## src/rtl/point_test_pkg.sv

```systemverilog
// Shared definitions for the point-test sideband arbiter: widths, message codes,
// FSM state encoding and the requester-selection helper.
package point_test_pkg;

   localparam int MSG_W_DEF  = 4;
   localparam int DATA_W_DEF = 16;

   typedef enum logic [3:0] {
      MSG_NONE      = 4'b0000,
      TEST_REQ      = 4'b0001,
      TEST_RESP     = 4'b0010,
      LFSR_CLR_REQ  = 4'b0011,
      LFSR_CLR_RESP = 4'b0100,
      RESULT_REQ    = 4'b0101,
      RESULT_RESP   = 4'b0110,
      END_REQ       = 4'b0111,
      END_RESP      = 4'b1000
   } sb_msg_e;

   typedef enum logic [1:0] {
      ST_IDLE     = 2'd0,
      ST_SEND     = 2'd1,
      ST_WAIT_LOW = 2'd2,
      ST_DONE     = 2'd3
   } arb_state_e;

   // One-hot requester identity, bit 0 = TX, bit 1 = RX.
   localparam logic [1:0] GRANT_NONE = 2'b00;
   localparam logic [1:0] GRANT_TX   = 2'b01;
   localparam logic [1:0] GRANT_RX   = 2'b10;

   // On contention, round-robin hands the channel to whoever was not served last.
   function automatic logic [1:0] pick_winner(input logic       valid_tx,
                                              input logic       valid_rx,
                                              input logic       rr_en,
                                              input logic [1:0] last_grant);
      logic [1:0] result;
      result = GRANT_NONE;
      if (valid_tx && valid_rx)
         result = (rr_en && (last_grant == GRANT_TX)) ? GRANT_RX : GRANT_TX;
      else if (valid_tx)
         result = GRANT_TX;
      else if (valid_rx)
         result = GRANT_RX;
      return result;
   endfunction

endpackage

```

## src/rtl/point_test_sb_arbiter_if.sv

```systemverilog
// Bundle of the two requester channels plus the serializer-side handshake.
// Handshake: a requester holds valid (level) until it sees the release pulse;
// the arbiter holds o_sb_valid until i_sb_busy is sampled high, and the message
// is complete when i_sb_busy falls.
interface point_test_sb_arbiter_if #(
   parameter int MSG_W  = 4,
   parameter int DATA_W = 16
);
   logic              i_valid_tx;
   logic [MSG_W-1:0]  i_sideband_message_tx;
   logic [DATA_W-1:0] i_sideband_data_tx;
   logic              i_valid_rx;
   logic [MSG_W-1:0]  i_sideband_message_rx;
   logic [DATA_W-1:0] i_sideband_data_rx;
   logic              i_sb_busy;
   logic              o_sb_valid;
   logic [MSG_W-1:0]  o_sb_msg;
   logic [DATA_W-1:0] o_sb_data;
   logic              o_grant_tx;
   logic              o_grant_rx;
   logic              o_busy_negedge_detected;
   logic              o_timeout;

   modport slave (
      input  i_valid_tx, i_sideband_message_tx, i_sideband_data_tx,
      input  i_valid_rx, i_sideband_message_rx, i_sideband_data_rx,
      input  i_sb_busy,
      output o_sb_valid, o_sb_msg, o_sb_data, o_grant_tx, o_grant_rx,
      output o_busy_negedge_detected, o_timeout
   );

   modport master (
      output i_valid_tx, i_sideband_message_tx, i_sideband_data_tx,
      output i_valid_rx, i_sideband_message_rx, i_sideband_data_rx,
      output i_sb_busy,
      input  o_sb_valid, o_sb_msg, o_sb_data, o_grant_tx, o_grant_rx,
      input  o_busy_negedge_detected, o_timeout
   );
endinterface

```

## src/rtl/point_test_sb_arbiter_req_select.sv

```systemverilog
// Combinational winner selection between the TX and RX point-test requesters.
module pt_sb_req_select
   import point_test_pkg::*;
#(
   parameter int RR_EN = 0
) (
   input  logic       i_valid_tx,
   input  logic       i_valid_rx,
   input  logic [1:0] i_last_grant,
   output logic [1:0] o_pick
);
   localparam logic RR_ON = (RR_EN != 0);

   assign o_pick = pick_winner(i_valid_tx, i_valid_rx, RR_ON, i_last_grant);

endmodule

```

## src/rtl/point_test_sb_arbiter.sv

```systemverilog
// Arbitrates the shared sideband channel between the TX and RX point-test FSMs,
// forwards the winner's message and releases both FSMs when busy falls or times out.
module point_test_sb_arbiter
   import point_test_pkg::*;
#(
   parameter int MSG_W       = MSG_W_DEF,
   parameter int DATA_W      = DATA_W_DEF,
   parameter int TIMEOUT_CYC = 1024,
   parameter int RR_EN       = 0
) (
   input  logic                     clk,
   input  logic                     rst,
   point_test_sb_arbiter_if.slave   sb,
   output arb_state_e               o_dbg_state,
   output logic [1:0]               o_dbg_last_grant
);
   localparam int               CNT_W    = $clog2(TIMEOUT_CYC + 1);
   localparam logic [CNT_W-1:0] CNT_LAST = CNT_W'(TIMEOUT_CYC - 1);
   localparam logic [CNT_W-1:0] CNT_MAX  = '1;

   arb_state_e        r_state;
   arb_state_e        w_state_nxt;
   logic [1:0]        w_pick;
   logic [1:0]        r_grant;
   logic [1:0]        r_last_grant;
   logic [MSG_W-1:0]  r_msg;
   logic [DATA_W-1:0] r_data;
   logic [CNT_W-1:0]  r_cnt;
   logic              r_busy;
   logic              r_timeout;
   logic              w_req_held;
   logic              w_negedge;
   logic              w_cnt_last;
   logic              w_load;
   logic              w_fire_timeout;

   pt_sb_req_select #(.RR_EN(RR_EN)) u_req_select (
      .i_valid_tx   (sb.i_valid_tx),
      .i_valid_rx   (sb.i_valid_rx),
      .i_last_grant (r_last_grant),
      .o_pick       (w_pick)
   );

   assign w_req_held = (r_grant[0] & sb.i_valid_tx) | (r_grant[1] & sb.i_valid_rx);
   assign w_negedge  = r_busy & ~sb.i_sb_busy;
   assign w_cnt_last = (r_cnt == CNT_LAST);

   always_ff @(posedge clk) begin
      if (rst) r_state <= ST_IDLE;
      else     r_state <= w_state_nxt;
   end

   // A dropped request beats the timeout; a busy negedge beats the timeout.
   always_comb begin
      w_state_nxt    = r_state;
      w_load         = 1'b0;
      w_fire_timeout = 1'b0;
      case (r_state)
         ST_IDLE: begin
            if (w_pick != GRANT_NONE) begin
               w_state_nxt = ST_SEND;
               w_load      = 1'b1;
            end
         end
         ST_SEND: begin
            if (!w_req_held) begin
               w_state_nxt = ST_IDLE;
            end else if (w_cnt_last) begin
               w_state_nxt    = ST_DONE;
               w_fire_timeout = 1'b1;
            end else if (sb.i_sb_busy) begin
               w_state_nxt = ST_WAIT_LOW;
            end
         end
         ST_WAIT_LOW: begin
            if (w_negedge) begin
               w_state_nxt = ST_DONE;
            end else if (w_cnt_last) begin
               w_state_nxt    = ST_DONE;
               w_fire_timeout = 1'b1;
            end
         end
         ST_DONE: w_state_nxt = ST_IDLE;
         default: w_state_nxt = ST_IDLE;
      endcase
   end

   always_ff @(posedge clk) begin
      if (rst) begin
         r_grant      <= GRANT_NONE;
         r_last_grant <= GRANT_NONE;
         r_msg        <= '0;
         r_data       <= '0;
         r_cnt        <= '0;
         r_busy       <= 1'b0;
         r_timeout    <= 1'b0;
      end else begin
         r_busy    <= sb.i_sb_busy;
         r_timeout <= w_fire_timeout;
         if (w_load) begin
            r_grant      <= w_pick;
            r_last_grant <= w_pick;
            r_msg        <= w_pick[0] ? sb.i_sideband_message_tx : sb.i_sideband_message_rx;
            r_data       <= w_pick[0] ? sb.i_sideband_data_tx    : sb.i_sideband_data_rx;
            r_cnt        <= '0;
         end else begin
            if (w_state_nxt inside {ST_IDLE, ST_DONE})
               r_grant <= GRANT_NONE;
            if ((r_state inside {ST_SEND, ST_WAIT_LOW}) && (r_cnt != CNT_MAX))
               r_cnt <= r_cnt + CNT_W'(1);
         end
      end
   end

   assign sb.o_sb_valid              = (r_state == ST_SEND);
   assign sb.o_sb_msg                = r_msg;
   assign sb.o_sb_data               = r_data;
   assign sb.o_grant_tx              = r_grant[0];
   assign sb.o_grant_rx              = r_grant[1];
   assign sb.o_busy_negedge_detected = (r_state == ST_DONE);
   assign sb.o_timeout               = r_timeout;
   assign o_dbg_state                = r_state;
   assign o_dbg_last_grant           = r_last_grant;

endmodule

```

## src/flat_wrapper.sv

```systemverilog
// flat-port wrapper written by rule: the top's interface ports become plain ports
module point_test_sb_arbiter_flat import point_test_pkg::*;
#(
   parameter int MSG_W       = MSG_W_DEF,
   parameter int DATA_W      = DATA_W_DEF,
   parameter int TIMEOUT_CYC = 1024,
   parameter int RR_EN       = 0
)
  (clk, rst, o_dbg_state, o_dbg_last_grant, sb_i_valid_tx, sb_i_sideband_message_tx, sb_i_sideband_data_tx, sb_i_valid_rx, sb_i_sideband_message_rx, sb_i_sideband_data_rx, sb_i_sb_busy, sb_o_sb_valid, sb_o_sb_msg, sb_o_sb_data, sb_o_grant_tx, sb_o_grant_rx, sb_o_busy_negedge_detected, sb_o_timeout);
  point_test_sb_arbiter_if #(.MSG_W(MSG_W), .DATA_W(DATA_W)) sb_i ();
  input  logic clk;
  input  logic rst;
  output arb_state_e o_dbg_state;
  output logic [1:0] o_dbg_last_grant;
  input wire logic [$bits(sb_i.i_valid_tx)-1:0] sb_i_valid_tx;
  input wire logic [$bits(sb_i.i_sideband_message_tx)-1:0] sb_i_sideband_message_tx;
  input wire logic [$bits(sb_i.i_sideband_data_tx)-1:0] sb_i_sideband_data_tx;
  input wire logic [$bits(sb_i.i_valid_rx)-1:0] sb_i_valid_rx;
  input wire logic [$bits(sb_i.i_sideband_message_rx)-1:0] sb_i_sideband_message_rx;
  input wire logic [$bits(sb_i.i_sideband_data_rx)-1:0] sb_i_sideband_data_rx;
  input wire logic [$bits(sb_i.i_sb_busy)-1:0] sb_i_sb_busy;
  output wire logic [$bits(sb_i.o_sb_valid)-1:0] sb_o_sb_valid;
  output wire logic [$bits(sb_i.o_sb_msg)-1:0] sb_o_sb_msg;
  output wire logic [$bits(sb_i.o_sb_data)-1:0] sb_o_sb_data;
  output wire logic [$bits(sb_i.o_grant_tx)-1:0] sb_o_grant_tx;
  output wire logic [$bits(sb_i.o_grant_rx)-1:0] sb_o_grant_rx;
  output wire logic [$bits(sb_i.o_busy_negedge_detected)-1:0] sb_o_busy_negedge_detected;
  output wire logic [$bits(sb_i.o_timeout)-1:0] sb_o_timeout;
  assign sb_i.i_valid_tx = sb_i_valid_tx;
  assign sb_i.i_sideband_message_tx = sb_i_sideband_message_tx;
  assign sb_i.i_sideband_data_tx = sb_i_sideband_data_tx;
  assign sb_i.i_valid_rx = sb_i_valid_rx;
  assign sb_i.i_sideband_message_rx = sb_i_sideband_message_rx;
  assign sb_i.i_sideband_data_rx = sb_i_sideband_data_rx;
  assign sb_i.i_sb_busy = sb_i_sb_busy;
  assign sb_o_sb_valid = sb_i.o_sb_valid;
  assign sb_o_sb_msg = sb_i.o_sb_msg;
  assign sb_o_sb_data = sb_i.o_sb_data;
  assign sb_o_grant_tx = sb_i.o_grant_tx;
  assign sb_o_grant_rx = sb_i.o_grant_rx;
  assign sb_o_busy_negedge_detected = sb_i.o_busy_negedge_detected;
  assign sb_o_timeout = sb_i.o_timeout;
  point_test_sb_arbiter #(.MSG_W(MSG_W), .DATA_W(DATA_W), .TIMEOUT_CYC(TIMEOUT_CYC), .RR_EN(RR_EN)) u_core (.clk(clk), .rst(rst), .sb(sb_i), .o_dbg_state(o_dbg_state), .o_dbg_last_grant(o_dbg_last_grant));
endmodule
```

## config.mk

```make
export PLATFORM = sky130hd
export DESIGN_NAME = point_test_sb_arbiter_flat
export DESIGN_NICKNAME = d
export VERILOG_FILES = /design/src/rtl/point_test_pkg.sv /design/src/rtl/point_test_sb_arbiter_if.sv /design/src/rtl/point_test_sb_arbiter_req_select.sv /design/src/rtl/point_test_sb_arbiter.sv /design/src/flat_wrapper.sv
export SDC_FILE = /design/constraint.sdc
export NUM_CORES = 1
export LEC_CHECK = 0
export BUFFER_PORTS_ARGS = -buffer_cell sky130_fd_sc_hd__clkbuf_2
export CAP_MARGIN = 10
export CORE_MARGIN = 2
export CORE_UTILIZATION = 45
export CTS_CLUSTER_DIAMETER = 150
export DETAILED_ROUTE_END_ITERATION = 10
export GPL_ROUTABILITY_DRIVEN = 0
export HOLD_SLACK_MARGIN = 0.08
export PLACE_DENSITY = 0.82
export SETUP_SLACK_MARGIN = 0.2
export SKIP_LAST_GASP = 1
export SLEW_MARGIN = 20
export SYNTH_ARGS = -nofsm -noshare
export SYNTH_HDL_FRONTEND = slang
export SYNTH_SLANG_ARGS = --single-unit
```

## constraint.sdc

```tcl
create_clock -name clk -period 2.1 [get_ports clk]
set_input_delay 0.525 -clock clk [delete_from_list [all_inputs] [get_ports clk]]
set_output_delay 0.525 -clock clk [all_outputs]
set_load 0.005 [all_outputs]
```

==> impl_metrics.json <==
{
  "synth_edf_count": 0,
  "diodes": 0,
  "fmaxAchievable_mhz": 565.9,
  "status": "completed",
  "cts.sinks": 39,
  "finalCritPeriodShare_pct": 84.15,
  "num_vias": 1590,
  "synthAdderAreaFrac_pct": 4.065,
  "ys_types": 34,
  "finish.instance_area_um2": 2414,
  "start_kind": "register",
  "std_cell_rows": 23,
  "grt_first_pass_wirelength_um": 5713,
  "port_buffers": 73,
  "clockBufferDepth": 2,
  "yosysSeqAreaShare_pct": 42.28,
  "synth_commonest_cells": "39 x dfxtp_1, 39 x nor2_1, 21 x a211oi_1, 21 x mux2i_1, 12 x nand2_1",
  "min_path_cells": 2,
  "wl_per_cell_um": 12.15,
  "first_pass_iters": 4,
  "die_x_um": 68.06,
  "synth_area_leaders": "dfxtp_1 42%, mux2i_1 11%, a211oi_1 8.5%",
  "async_flop_share_pct": 0,
  "cts_tree": "done",
  "hold_viol_final": 0,
  "arrival_ps": 1940,
  "wl_um": 3887,
  "drive_gt1_share_pct": 36.30,
  "reg2regPathDepth": 7,
  "yosysWarnings": 0,
  "totalNegativeSetupSlack_ps": 0,
  "drc": 0,
  "setup_viol": 0,
  "drv_slew": 0,
  "crit_chain": "ha_4 > nand4_4 > nor4b_4 > nor2b_2 > a211o_1 > xor2_1 > o32ai_1",
  "cts_root_buf": "clkbuf_8",
  "end_kind": "register",
  "placed_area_um2": 2255,
  "vias_per_cell": 4.969,
  "areaGrowthSynthToFinish_pct": 30.69,
  "insertion_delay_ps": 290,
  "dr.first_iter.drc_count": 45,
  "avgSynthCellArea_um2": 9.422,
  "netlist_area_um2": 1847,
  "core-area_um2": 3971,
  "cp_max_fo": 4,
  "min_period_ps": 1767,
  "final_nets": 320,
  "grt_max_degree": 41,
  "grtUsageTotal_pct": 16.66,
  "hpwl_um": 2913,
  "synth_compound_area_share_pct": 14.30,
  "syn-num-nets": 247,
  "muxShareOfSynthArea_pct": 11.38,
  "initial_utilization_pct": 46.50,
  "die_height_um": 68.06,
  "maxSlewHeadroom_pct": 75.89,
  "dp_cells": 312,
  "worstHoldPathType": "reg -> reg",
  "cts_made_buffers": 5,
  "fin_worst_skew_ps": 4.471,
  "slowest_delay_ps": 370,
  "path_clk_slew_ps": 80,
  "antenna_found_initial": 0,
  "cts.htree.levels": 2,
  "critPathSlowestCell": "dfxtp_2",
  "synth_flop_cell": "dfxtp_1",
  "synth_top_family_by_area": "simple AND/OR/NAND/NOR gates",
  "grt_pass1_vias": 1309,
  "final_cells": 320,
  "ys_ff_latch": 39,
  "required_ps": 2270,
  "grt-ovfl-total": 0,
  "powerDensity_nw_per_um2": 1101,
  "nFillCells": 358,
  "worst_hold_slack_ps": 470.4,
  "dieArea_um2": 4632,
  "ioPinCount": 74,
  "power_leakage_nw": 1.117,
  "rsz0062_at_grt": "true",
  "yosys.area.top_type": "dfxtp_1",
  "yosysTopAreaCellShare_pct": 42.28,
  "syn_inst": 196,
  "design_power_total_w": 0.002657,
  "yosys.area_share.xor_xnor_pct": 4.268,
  "max_cap_viol_count": 0,
  "ir_drop_mv": 0.4710,
  "path_class": "reg -> reg",
  "yosys.area_share.simple_pct": 20.19,
  "postRouteAntennaNets": 0,
  "tightest_slew_ps": 361.6
}
[registers in the layout (all words and copies together), names as in the netlist]
| name | cells |
|---|---|
| u_core.sb.o_sb_data | 16 |
| u_core.r_cnt | 11 |
| u_core.sb.o_sb_msg | 4 |
| u_core.o_dbg_last_grant | 2 |
| u_core.o_dbg_state | 2 |
| u_core.r_grant | 2 |
| u_core.r_busy | 1 |
| u_core.sb.o_timeout | 1 |
[per-stage QoR]
step,utilization (%),worst slack [ps]
after floorplan,-,307.9
after global placement,56.77,270.0
after detailed placement,56.77,246.9
after CTS,60.11,231.9
after global routing,60.78,180.2
final,60.78,332.9
[critical path, delay by kind of cell (launching register included)]
kind                     cells  cell delay, ps
AO/OA/AOI/OAI                2             360
flip-flops                   1             370
adder cells (fa/ha/maj)      1             170
XOR/XNOR                     1             190
AND/OR/NAND/NOR              3             550
[area by class of cell]
| cell class | instances | area (um^2) | area share (%) |
|---|---|---|---|
| repair buffers | 77 | 395.4 | 16.38 |
| clock buffers | 6 | 72.57 | 3.007 |
| well taps | 50 | 62.56 | 2.592 |
| inverters | 4 | 15.01 | 0.6221 |
| flip-flops and latches | 39 | 783.3 | 32.45 |
| clock inverters | 2 | 60.06 | 2.488 |
| multi-input cells | 142 | 1025 | 42.46 |
[report_power, final]
part           switching (W)  internal [W]
Sequential         0.0000903      0.000904
Combinational       0.000505      0.000427
Clock               0.000256      0.000475
[metal layers]
metal,global-route usage [%],wire length (um),up-vias
met2,28.76,1944,41
li1,-,-,840
met1,18.72,1678,698
met4,9.750,106,0
met5,0,0,-
met3,3.618,158,11
[final timing paths]
check	end	slack [ps]	startpoint
hold / removal	u_core.o_dbg_last_grant[0]$_SDFFE_PP0P_	470	u_core.o_dbg_last_grant[0]$_SDFFE_PP0P_
setup reg to reg	u_core.r_grant[1]$_SDFFE_PP0P_	330	u_core.r_cnt[0]$_SDFFE_PP0P_
hold reg to reg	u_core.o_dbg_last_grant[0]$_SDFFE_PP0P_	470	u_core.o_dbg_last_grant[0]$_SDFFE_PP0P_
setup / recovery	u_core.r_grant[1]$_SDFFE_PP0P_	330	u_core.r_cnt[0]$_SDFFE_PP0P_
[layout by cell type, fill, tap and decap left out, types with 2 or more instances in the layout]
cell type,count
clkbuf_2,73
nor2_1,39
dfxtp_1,37
mux2i_1,21
a211oi_1,21
nand2_1,12
xnor2_1,5
nor2b_1,5
clkbuf_8,5
inv_1,4
xor2_1,4
nand3_1,4
ha_1,4
buf_4,4
a21oi_1,3
nor3_1,3
nand4_4,2
bufinv_16,2
dfxtp_2,2
[kinds of logic after synthesis]
group           count (synthesis)
buf+inv                        15
simple gates                   73
compound gates                 33
mux                            21
fa+ha+maj                       6
xor+xnor                        9
flops                          39
[what timing repair did]
item | in CTS | in global routing
hold buffers | 0 | 0
endpoints found under the hold margin | 0 | 0
buffers inserted | 0 | 0
setup endpoints to repair | 0 | 2
gates resized for setup | 0 | 7
No activity file was read; power rests on OpenSTA's default activity.
